### config.mk
export PLATFORM = sky130hd
export DESIGN_NAME = change_dispenser
export DESIGN_NICKNAME = d
export VERILOG_FILES = /design/src/rtl/change_dispenser.sv
export SDC_FILE = /design/constraint.sdc
export NUM_CORES = 1
export LEC_CHECK = 0
export CELL_PAD_IN_SITES_DETAIL_PLACEMENT = 1
export CELL_PAD_IN_SITES_GLOBAL_PLACEMENT = 1
export CORE_MARGIN = 3
export CORE_UTILIZATION = 28
export CTS_BUF_LIST = sky130_fd_sc_hd__clkbuf_16
export DETAILED_ROUTE_END_ITERATION = 7
export GPL_ROUTABILITY_DRIVEN = 1
export GPL_TIMING_DRIVEN = 0
export HOLD_SLACK_MARGIN = 0.03
export PLACE_DENSITY_LB_ADDON = 0.1
export SLEW_MARGIN = 40
export SYNTH_ARGS = -nofsm -noshare
export SYNTH_HDL_FRONTEND = slang
export SYNTH_SLANG_ARGS = --single-unit
export TNS_END_PERCENT = 10
### constraint.sdc
create_clock -name clk -period 5 [get_ports clk]
set_input_delay 1 -clock clk [delete_from_list [all_inputs] [get_ports clk]]
set_output_delay 1 -clock clk [all_outputs]
set_load 0.1 [all_outputs]
### src/rtl/change_dispenser.sv
`default_nettype none
// ============================================================================
// Module      : change_dispenser
// Description : Coin change dispenser. It accepts a payout request in cents,
//               checks that the current 5c/10c inventory can cover it exactly,
//               and then ejects coins one at a time (10c first, then 5c)
//               through a request/acknowledge handshake with the coin
//               mechanism. The inventory can be restocked one coin per cycle
//               while idle.
//
// Ports       : clk          - single clock, rising edge
//               reset        - asynchronous active-low reset
//               req          - payout request (sampled in IDLE only)
//               req_amount   - cents owed, 0..60, sampled with req
//               load_en      - restock strobe, one coin per cycle (IDLE only)
//               load_val     - restock coin type (0 = 5c, 1 = 10c)
//               coin_ack     - coin mechanism ejected the requested coin
//               coin_out_en  - registered eject request, held until acked
//               coin_out_val - registered coin type to eject (0 = 5c, 1 = 10c)
//               busy         - high whenever the FSM is not in IDLE
//               done         - one-cycle pulse when a payout completes
//               err          - one-cycle pulse when a request is rejected
//               remaining    - cents still owed on the current payout
//               cnt5, cnt10  - coin inventory counts
//
// Revision    : 1.0 - initial release
// ============================================================================
module change_dispenser #(
    parameter int INIT_5  = 4,
    parameter int INIT_10 = 4
) (
    input  logic       clk,
    input  logic       reset,
    input  logic       req,
    input  logic [5:0] req_amount,
    input  logic       load_en,
    input  logic       load_val,
    input  logic       coin_ack,
    output logic       coin_out_en,
    output logic       coin_out_val,
    output logic       busy,
    output logic       done,
    output logic       err,
    output logic [5:0] remaining,
    output logic [3:0] cnt5,
    output logic [3:0] cnt10
);

    localparam logic [3:0] C_INIT_5     = 4'(INIT_5);
    localparam logic [3:0] C_INIT_10    = 4'(INIT_10);
    localparam logic [3:0] C_CNT_MAX    = 4'd15;
    localparam logic [5:0] C_MAX_AMOUNT = 6'd60;

    typedef enum logic [2:0] {
        IDLE     = 3'd0,
        CHECK    = 3'd1,
        ISSUE    = 3'd2,
        WAIT_ACK = 3'd3,
        DONE     = 3'd4
    } state_t;

    // ------------------------------------------------------------------------
    // State and registered outputs
    // ------------------------------------------------------------------------
    state_t     r_state;
    state_t     w_state_next;
    logic       r_check_phase;
    logic       w_check_phase_next;
    logic [5:0] r_need5;
    logic [5:0] w_need5_next;
    logic       r_coin_en;
    logic       w_coin_en_next;
    logic       r_coin_val;
    logic       w_coin_val_next;
    logic       r_done;
    logic       w_done_next;
    logic       r_err;
    logic       w_err_next;
    logic [5:0] r_remaining;
    logic [5:0] w_remaining_next;
    logic [3:0] r_cnt5;
    logic [3:0] w_cnt5_next;
    logic [3:0] r_cnt10;
    logic [3:0] w_cnt10_next;

    // ------------------------------------------------------------------------
    // Datapath helpers
    // ------------------------------------------------------------------------
    logic       w_amount_valid;
    logic [5:0] w_tens_wanted;
    logic [5:0] w_cnt10_ext;
    logic [5:0] w_n10;
    logic [5:0] w_rest;
    logic [5:0] w_need5;
    logic       w_sel10;
    logic [5:0] w_coin_cents;
    logic [5:0] w_rem_after;

    // A nonzero request is acceptable only if it is a whole number of
    // nickels and within the largest payout the block supports.
    assign w_amount_valid = (req_amount <= C_MAX_AMOUNT) &&
                            ((req_amount % 6'd5) == 6'd0);

    // Feasibility: use as many dimes as possible, then see whether the
    // nickels on hand cover the rest. Using fewer dimes can only increase
    // the nickels needed, so this single test decides feasibility.
    assign w_tens_wanted = r_remaining / 6'd10;
    assign w_cnt10_ext   = {2'b00, r_cnt10};
    assign w_n10         = (w_cnt10_ext < w_tens_wanted) ? w_cnt10_ext : w_tens_wanted;
    assign w_rest        = r_remaining - (w_n10 * 6'd10);
    assign w_need5       = w_rest / 6'd5;

    // Dimes go out first while they are useful and available.
    assign w_sel10 = (r_remaining >= 6'd10) && (r_cnt10 != 4'd0);

    assign w_coin_cents = r_coin_val ? 6'd10 : 6'd5;
    assign w_rem_after  = r_remaining - w_coin_cents;

    // ------------------------------------------------------------------------
    // Next-state and next-output logic
    // ------------------------------------------------------------------------
    always_comb begin
        w_state_next       = r_state;
        w_check_phase_next = r_check_phase;
        w_need5_next       = r_need5;
        w_coin_en_next     = r_coin_en;
        w_coin_val_next    = r_coin_val;
        w_done_next        = 1'b0;
        w_err_next         = 1'b0;
        w_remaining_next   = r_remaining;
        w_cnt5_next        = r_cnt5;
        w_cnt10_next       = r_cnt10;

        unique case (r_state)
            IDLE: begin
                // Restock and request may coincide; the updated counts are
                // what CHECK sees on the following cycles.
                if (load_en) begin
                    if (load_val) begin
                        if (r_cnt10 != C_CNT_MAX) begin
                            w_cnt10_next = r_cnt10 + 4'd1;
                        end
                    end else begin
                        if (r_cnt5 != C_CNT_MAX) begin
                            w_cnt5_next = r_cnt5 + 4'd1;
                        end
                    end
                end
                if (req) begin
                    if (req_amount == 6'd0) begin
                        w_done_next = 1'b1;
                    end else if (w_amount_valid) begin
                        w_remaining_next   = req_amount;
                        w_check_phase_next = 1'b0;
                        w_state_next       = CHECK;
                    end else begin
                        w_err_next = 1'b1;
                    end
                end
            end

            CHECK: begin
                // The divide/min arithmetic is registered in the first CHECK
                // cycle and the accept/reject decision is made in the second,
                // keeping the division off the path into the state register.
                if (!r_check_phase) begin
                    w_need5_next       = w_need5;
                    w_check_phase_next = 1'b1;
                end else begin
                    w_check_phase_next = 1'b0;
                    if (r_need5 <= {2'b00, r_cnt5}) begin
                        w_state_next = ISSUE;
                    end else begin
                        // Reject the whole payout; nothing has been ejected.
                        w_err_next       = 1'b1;
                        w_remaining_next = 6'd0;
                        w_state_next     = IDLE;
                    end
                end
            end

            ISSUE: begin
                w_coin_en_next  = 1'b1;
                w_coin_val_next = w_sel10;
                w_state_next    = WAIT_ACK;
            end

            WAIT_ACK: begin
                if (coin_ack && r_coin_en) begin
                    w_coin_en_next = 1'b0;
                    if (r_coin_val) begin
                        w_cnt10_next = r_cnt10 - 4'd1;
                    end else begin
                        w_cnt5_next = r_cnt5 - 4'd1;
                    end
                    w_remaining_next = w_rem_after;
                    if (w_rem_after == 6'd0) begin
                        // done is registered, so it is high during DONE.
                        w_done_next  = 1'b1;
                        w_state_next = DONE;
                    end else begin
                        w_state_next = ISSUE;
                    end
                end
            end

            DONE: begin
                w_state_next = IDLE;
            end

            default: begin
                w_state_next = IDLE;
            end
        endcase
    end

    // ------------------------------------------------------------------------
    // State register
    // ------------------------------------------------------------------------
    always_ff @(posedge clk or negedge reset) begin
        if (!reset) begin
            r_state       <= IDLE;
            r_check_phase <= 1'b0;
            r_need5       <= 6'd0;
            r_coin_en     <= 1'b0;
            r_coin_val    <= 1'b0;
            r_done        <= 1'b0;
            r_err         <= 1'b0;
            r_remaining   <= 6'd0;
            r_cnt5        <= C_INIT_5;
            r_cnt10       <= C_INIT_10;
        end else begin
            r_state       <= w_state_next;
            r_check_phase <= w_check_phase_next;
            r_need5       <= w_need5_next;
            r_coin_en     <= w_coin_en_next;
            r_coin_val    <= w_coin_val_next;
            r_done        <= w_done_next;
            r_err         <= w_err_next;
            r_remaining   <= w_remaining_next;
            r_cnt5        <= w_cnt5_next;
            r_cnt10       <= w_cnt10_next;
        end
    end

    // ------------------------------------------------------------------------
    // Outputs
    // ------------------------------------------------------------------------
    assign coin_out_en  = r_coin_en;
    assign coin_out_val = r_coin_val;
    assign busy         = (r_state != IDLE);
    assign done         = r_done;
    assign err          = r_err;
    assign remaining    = r_remaining;
    assign cnt5         = r_cnt5;
    assign cnt10        = r_cnt10;

endmodule
`default_nettype wire

==> results.yml <==
worst_hold_path:
  whs_path_depth: 2
  min_to: "r_need5[1]"
  hold_path_class: "flip-flop to flip-flop"
  min_from: "r_need5[1]"
timing:
  fmax_mhz: 198
  rsz0062_at_grt: "yes"
  hold_ws_ps: 502
  clock_skew_ps: 4.30
  slew_headroom_pct: 55.0
  timing.final.crit_period_ps: 5040
  final.period_utilization_pct: 101
  fin_ws_ps: -39.1
  setup-tns-final_ps: -39.1
  drv_slew: 0
  finalSetupViolCount: 1
  worstMarginPinSlew_ps: 670
  hold_viol_final: 0
die:
  dieHeight_um: 106
  coreArea_um2: 9460
  rows: 35
  io_pins: 31
  design.die.area_um2: 11200
  start_util_pct: 29.6
  die-width_um: 106
critical_path:
  slowest_delay_ps: 530
  reg2reg_depth: 25
  crit_fanout: 4
  slowest_stage: "or4_4"
  r2r-start: "remaining[5]"
  startpoint_type: "flip-flop"
  cp.arrival_ps: 5170
  cp-end-kind: "flip-flop"
  required_ps: 5130
  r2r-end: "r_need5[0]"
  critical_path_class: "flip-flop to flip-flop"
  ff2ff_setup_slack_ps: -40
  crit_buf_inv: 7
  cp_top_family: "adder cells"
global_routing:
  grt_util_all_layers_pct: 15.2
  overflow: 0
  antenna_found_initial: 0
  grt_max_degree: 27
  grt_pass1_wl_mm: 14.1
  grt_pass1_vias: 2712
yosys:
  ys_ff_latch: 26
  synth_ff_type: "dfrtp_1"
  synth_async_sr_flop_share_pct: 100
  yosys_warnings: 0
  syn_nets: 389
  netlist_instances: 347
  synth_edf_count: 0
  ys_seq_area_share_pct: 23.3
  yosysUniqueCellTypes: 67
  syn-cell-area_um2: 2800
  avgSynthCellArea_um2: 8.06
layout:
  nNetsFinal: 447
  syn_to_final_growth_pct: 33.5
  seq_area_um2: 668
  stdcell_area_um2: 3740
  layout-drive-gt1-share_pct: 30.0
  num-fill-cells: 1158
  antenna_cells: 0
  fin_util_pct: 39.5
  multi_input_area_um2: 2230
place:
  post-dp-hpwl_mm: 6.49
  pre_cts_ws_ps: -494
  gp_congestion: 0.830
  place_area_um2: 3270
  io_buffers: 30
clocking:
  cts_sinks: 26
  cts_root_buf: "clkbuf_16"
  cts_made_buffers: 3
  cts.clk_slew.worst_paths_ps: 70
  cts.htree.levels: 1
  hold_buffers: 0
  cts.path.max_buffers: 2
  tritoncts: "done"
  clk_latency_ps: 270
drt:
  wirelength_mm: 8.63
  vias: 2736
  routedWlPerCell_um: 16.2
  drc: 0
  first_pass_iters: 4
  vias_per_cell: 5.13
  drt-initial-drc-count: 57
  ant_nets: 0
pwr:
  p_per_area_nw_per_um2: 147
  p_leak_uw: 0.00161
  ir_worst_vdd_uv: 113
flow_run:
  drv_cap: 0
run_status:
  violations: "setup timing"
  status: "finished with violations"
==> cells in the final DEF (no fill, tap or decap), drive strengths merged, types with 3 or more instances in the layout <==
| master | count |
|---|---|
| buf | 54 |
| nand2 | 30 |
| nor2 | 28 |
| inv | 28 |
| ha | 26 |
| a21oi | 25 |
| o21ai | 25 |
| dfrtp | 24 |
| xnor2 | 16 |
| nor3 | 13 |
| nand2b | 10 |
| clkdlybuf4s50 | 10 |
| nand3 | 9 |
| nor2b | 6 |
| clkbuf | 6 |
| or3 | 5 |
| nand4 | 5 |
| a21o | 5 |
| a31oi | 5 |
| mux2i | 5 |
| o211ai | 4 |
| a211o | 4 |
| o31ai | 4 |
| and3 | 4 |
| fa | 4 |
| xor2 | 4 |
| nor4 | 4 |
| o22ai | 3 |
==> cell usage after synthesis, types with 3 or more instances <==
cell type,number,area (µm²)
nand2_1,30,113
nor2_1,28,105
ha_1,26,325
a21oi_1,25,125
inv_1,25,93.8
dfrtp_1,24,601
o21ai_0,16,80.1
xnor2_1,16,140
nor3_1,13,65.1
nand2b_1,10,62.6
nand3_1,9,45.0
o21ai_1,8,40.0
buf_2,7,35.0
nand4_1,5,31.3
nor2b_1,5,31.3
or3_1,5,31.3
a211o_1,4,35.0
a21o_1,4,30.0
a31oi_1,4,25.0
and3_1,4,25.0
fa_1,4,80.1
mux2i_1,4,40.0
o211ai_1,4,30.0
o31ai_1,4,30.0
xor2_1,4,35.0
clkbuf_1,3,11.3
inv_2,3,11.3
nor4_1,3,18.8
o22ai_1,3,18.8
==> kinds of logic (layout without fill, tap and decap cells) <==
| logic type | Yosys count | in the layout | share of synthesized area (%) |
|---|---|---|---|
| compound gates | 98 | 98 | 24.0 |
| other cells | 1 | 1 | 0.134 |
| mux | 7 | 7 | 2.86 |
| fa+ha+maj | 31 | 31 | 14.8 |
| buf+inv | 42 | 99 | 6.62 |
| simple gates | 122 | 122 | 22.0 |
| xor+xnor | 20 | 20 | 6.26 |
| flops | 26 | 26 | 23.3 |
==> how the worst max path moves through the flow <==
stage	startpoint	endpoint	slack, ps	cells after the start
finish	remaining[5]	r_need5[0]	-40	25
global placement	remaining[3]	r_need5[0]	-390	24
floorplan	remaining[3]	r_need5[0]	-150	24
CTS	remaining[3]	r_need5[0]	-10	23
detailed placement	remaining[3]	r_need5[0]	-490	24
global route	remaining[5]	r_need5[0]	-260	26
==> metrics by stage <==
step,std cells,total power [µW]
2_1_floorplan,347,274
3_3_place_gp,506,304
3_5_place_dp,506,304
4_1_cts,524,552
5_1_grt,533,576
6_report,533,551
==> per-layer routing <==
layer	share of wire (%)	track usage, %	vias up
li1	-	-	1369
met1	50	21.7	1333
met2	47	25.3	30
met3	2.0	1.88	4
met4	0.80	2.31	0
met5	0	0	-
==> what timing repair did <==
action                                  in CTS  in global routing
endpoints found under the setup margin       8                  9
resized for setup                           20                 24
pin swaps                                   16                 11
setup buffers                               16                  9
==> report_power, final <==
part | internal (µW) | leakage [µW] | total, µW | switching [µW]
Combinational | 39.9 | 0.00127 | 95.4 | 55.5
Clock | 160 | 0.0000511 | 243 | 83.3
Sequential | 211 | 0.000285 | 212 | 1.11
Total | 411 | 0.00161 | 551 | 140
==> worst register-to-register path, delay by kind of cell, from the launching register on <==
kind | cells | cell delay, ps
buffers and inverters | 7 | 470
XOR/XNOR | 1 | 190
AO/OA/AOI/OAI | 6 | 1070
flip-flops | 1 | 450
AND/OR/NAND/NOR | 5 | 1190
adder cells (fa/ha/maj) | 6 | 1510
==> state kept, by name, summed over array words and instances, names as in the netlist, 3 cells and up <==
name	count
cnt10	4
r_need5	4
r_state	3
remaining	6
cnt5	4
==> layout make-up <==
class / instances / area share (%)
tap: 129 / 4.32
sequential: 26 / 17.9
inverter: 28 / 2.95
multi-input combinational: 279 / 59.8
timing repair buffer: 55 / 10.5
clock inverter: 1 / 0.804
clock buffer: 3 / 2.01
buffer: 12 / 1.77
No activity file was read; power rests on OpenSTA's default activity.
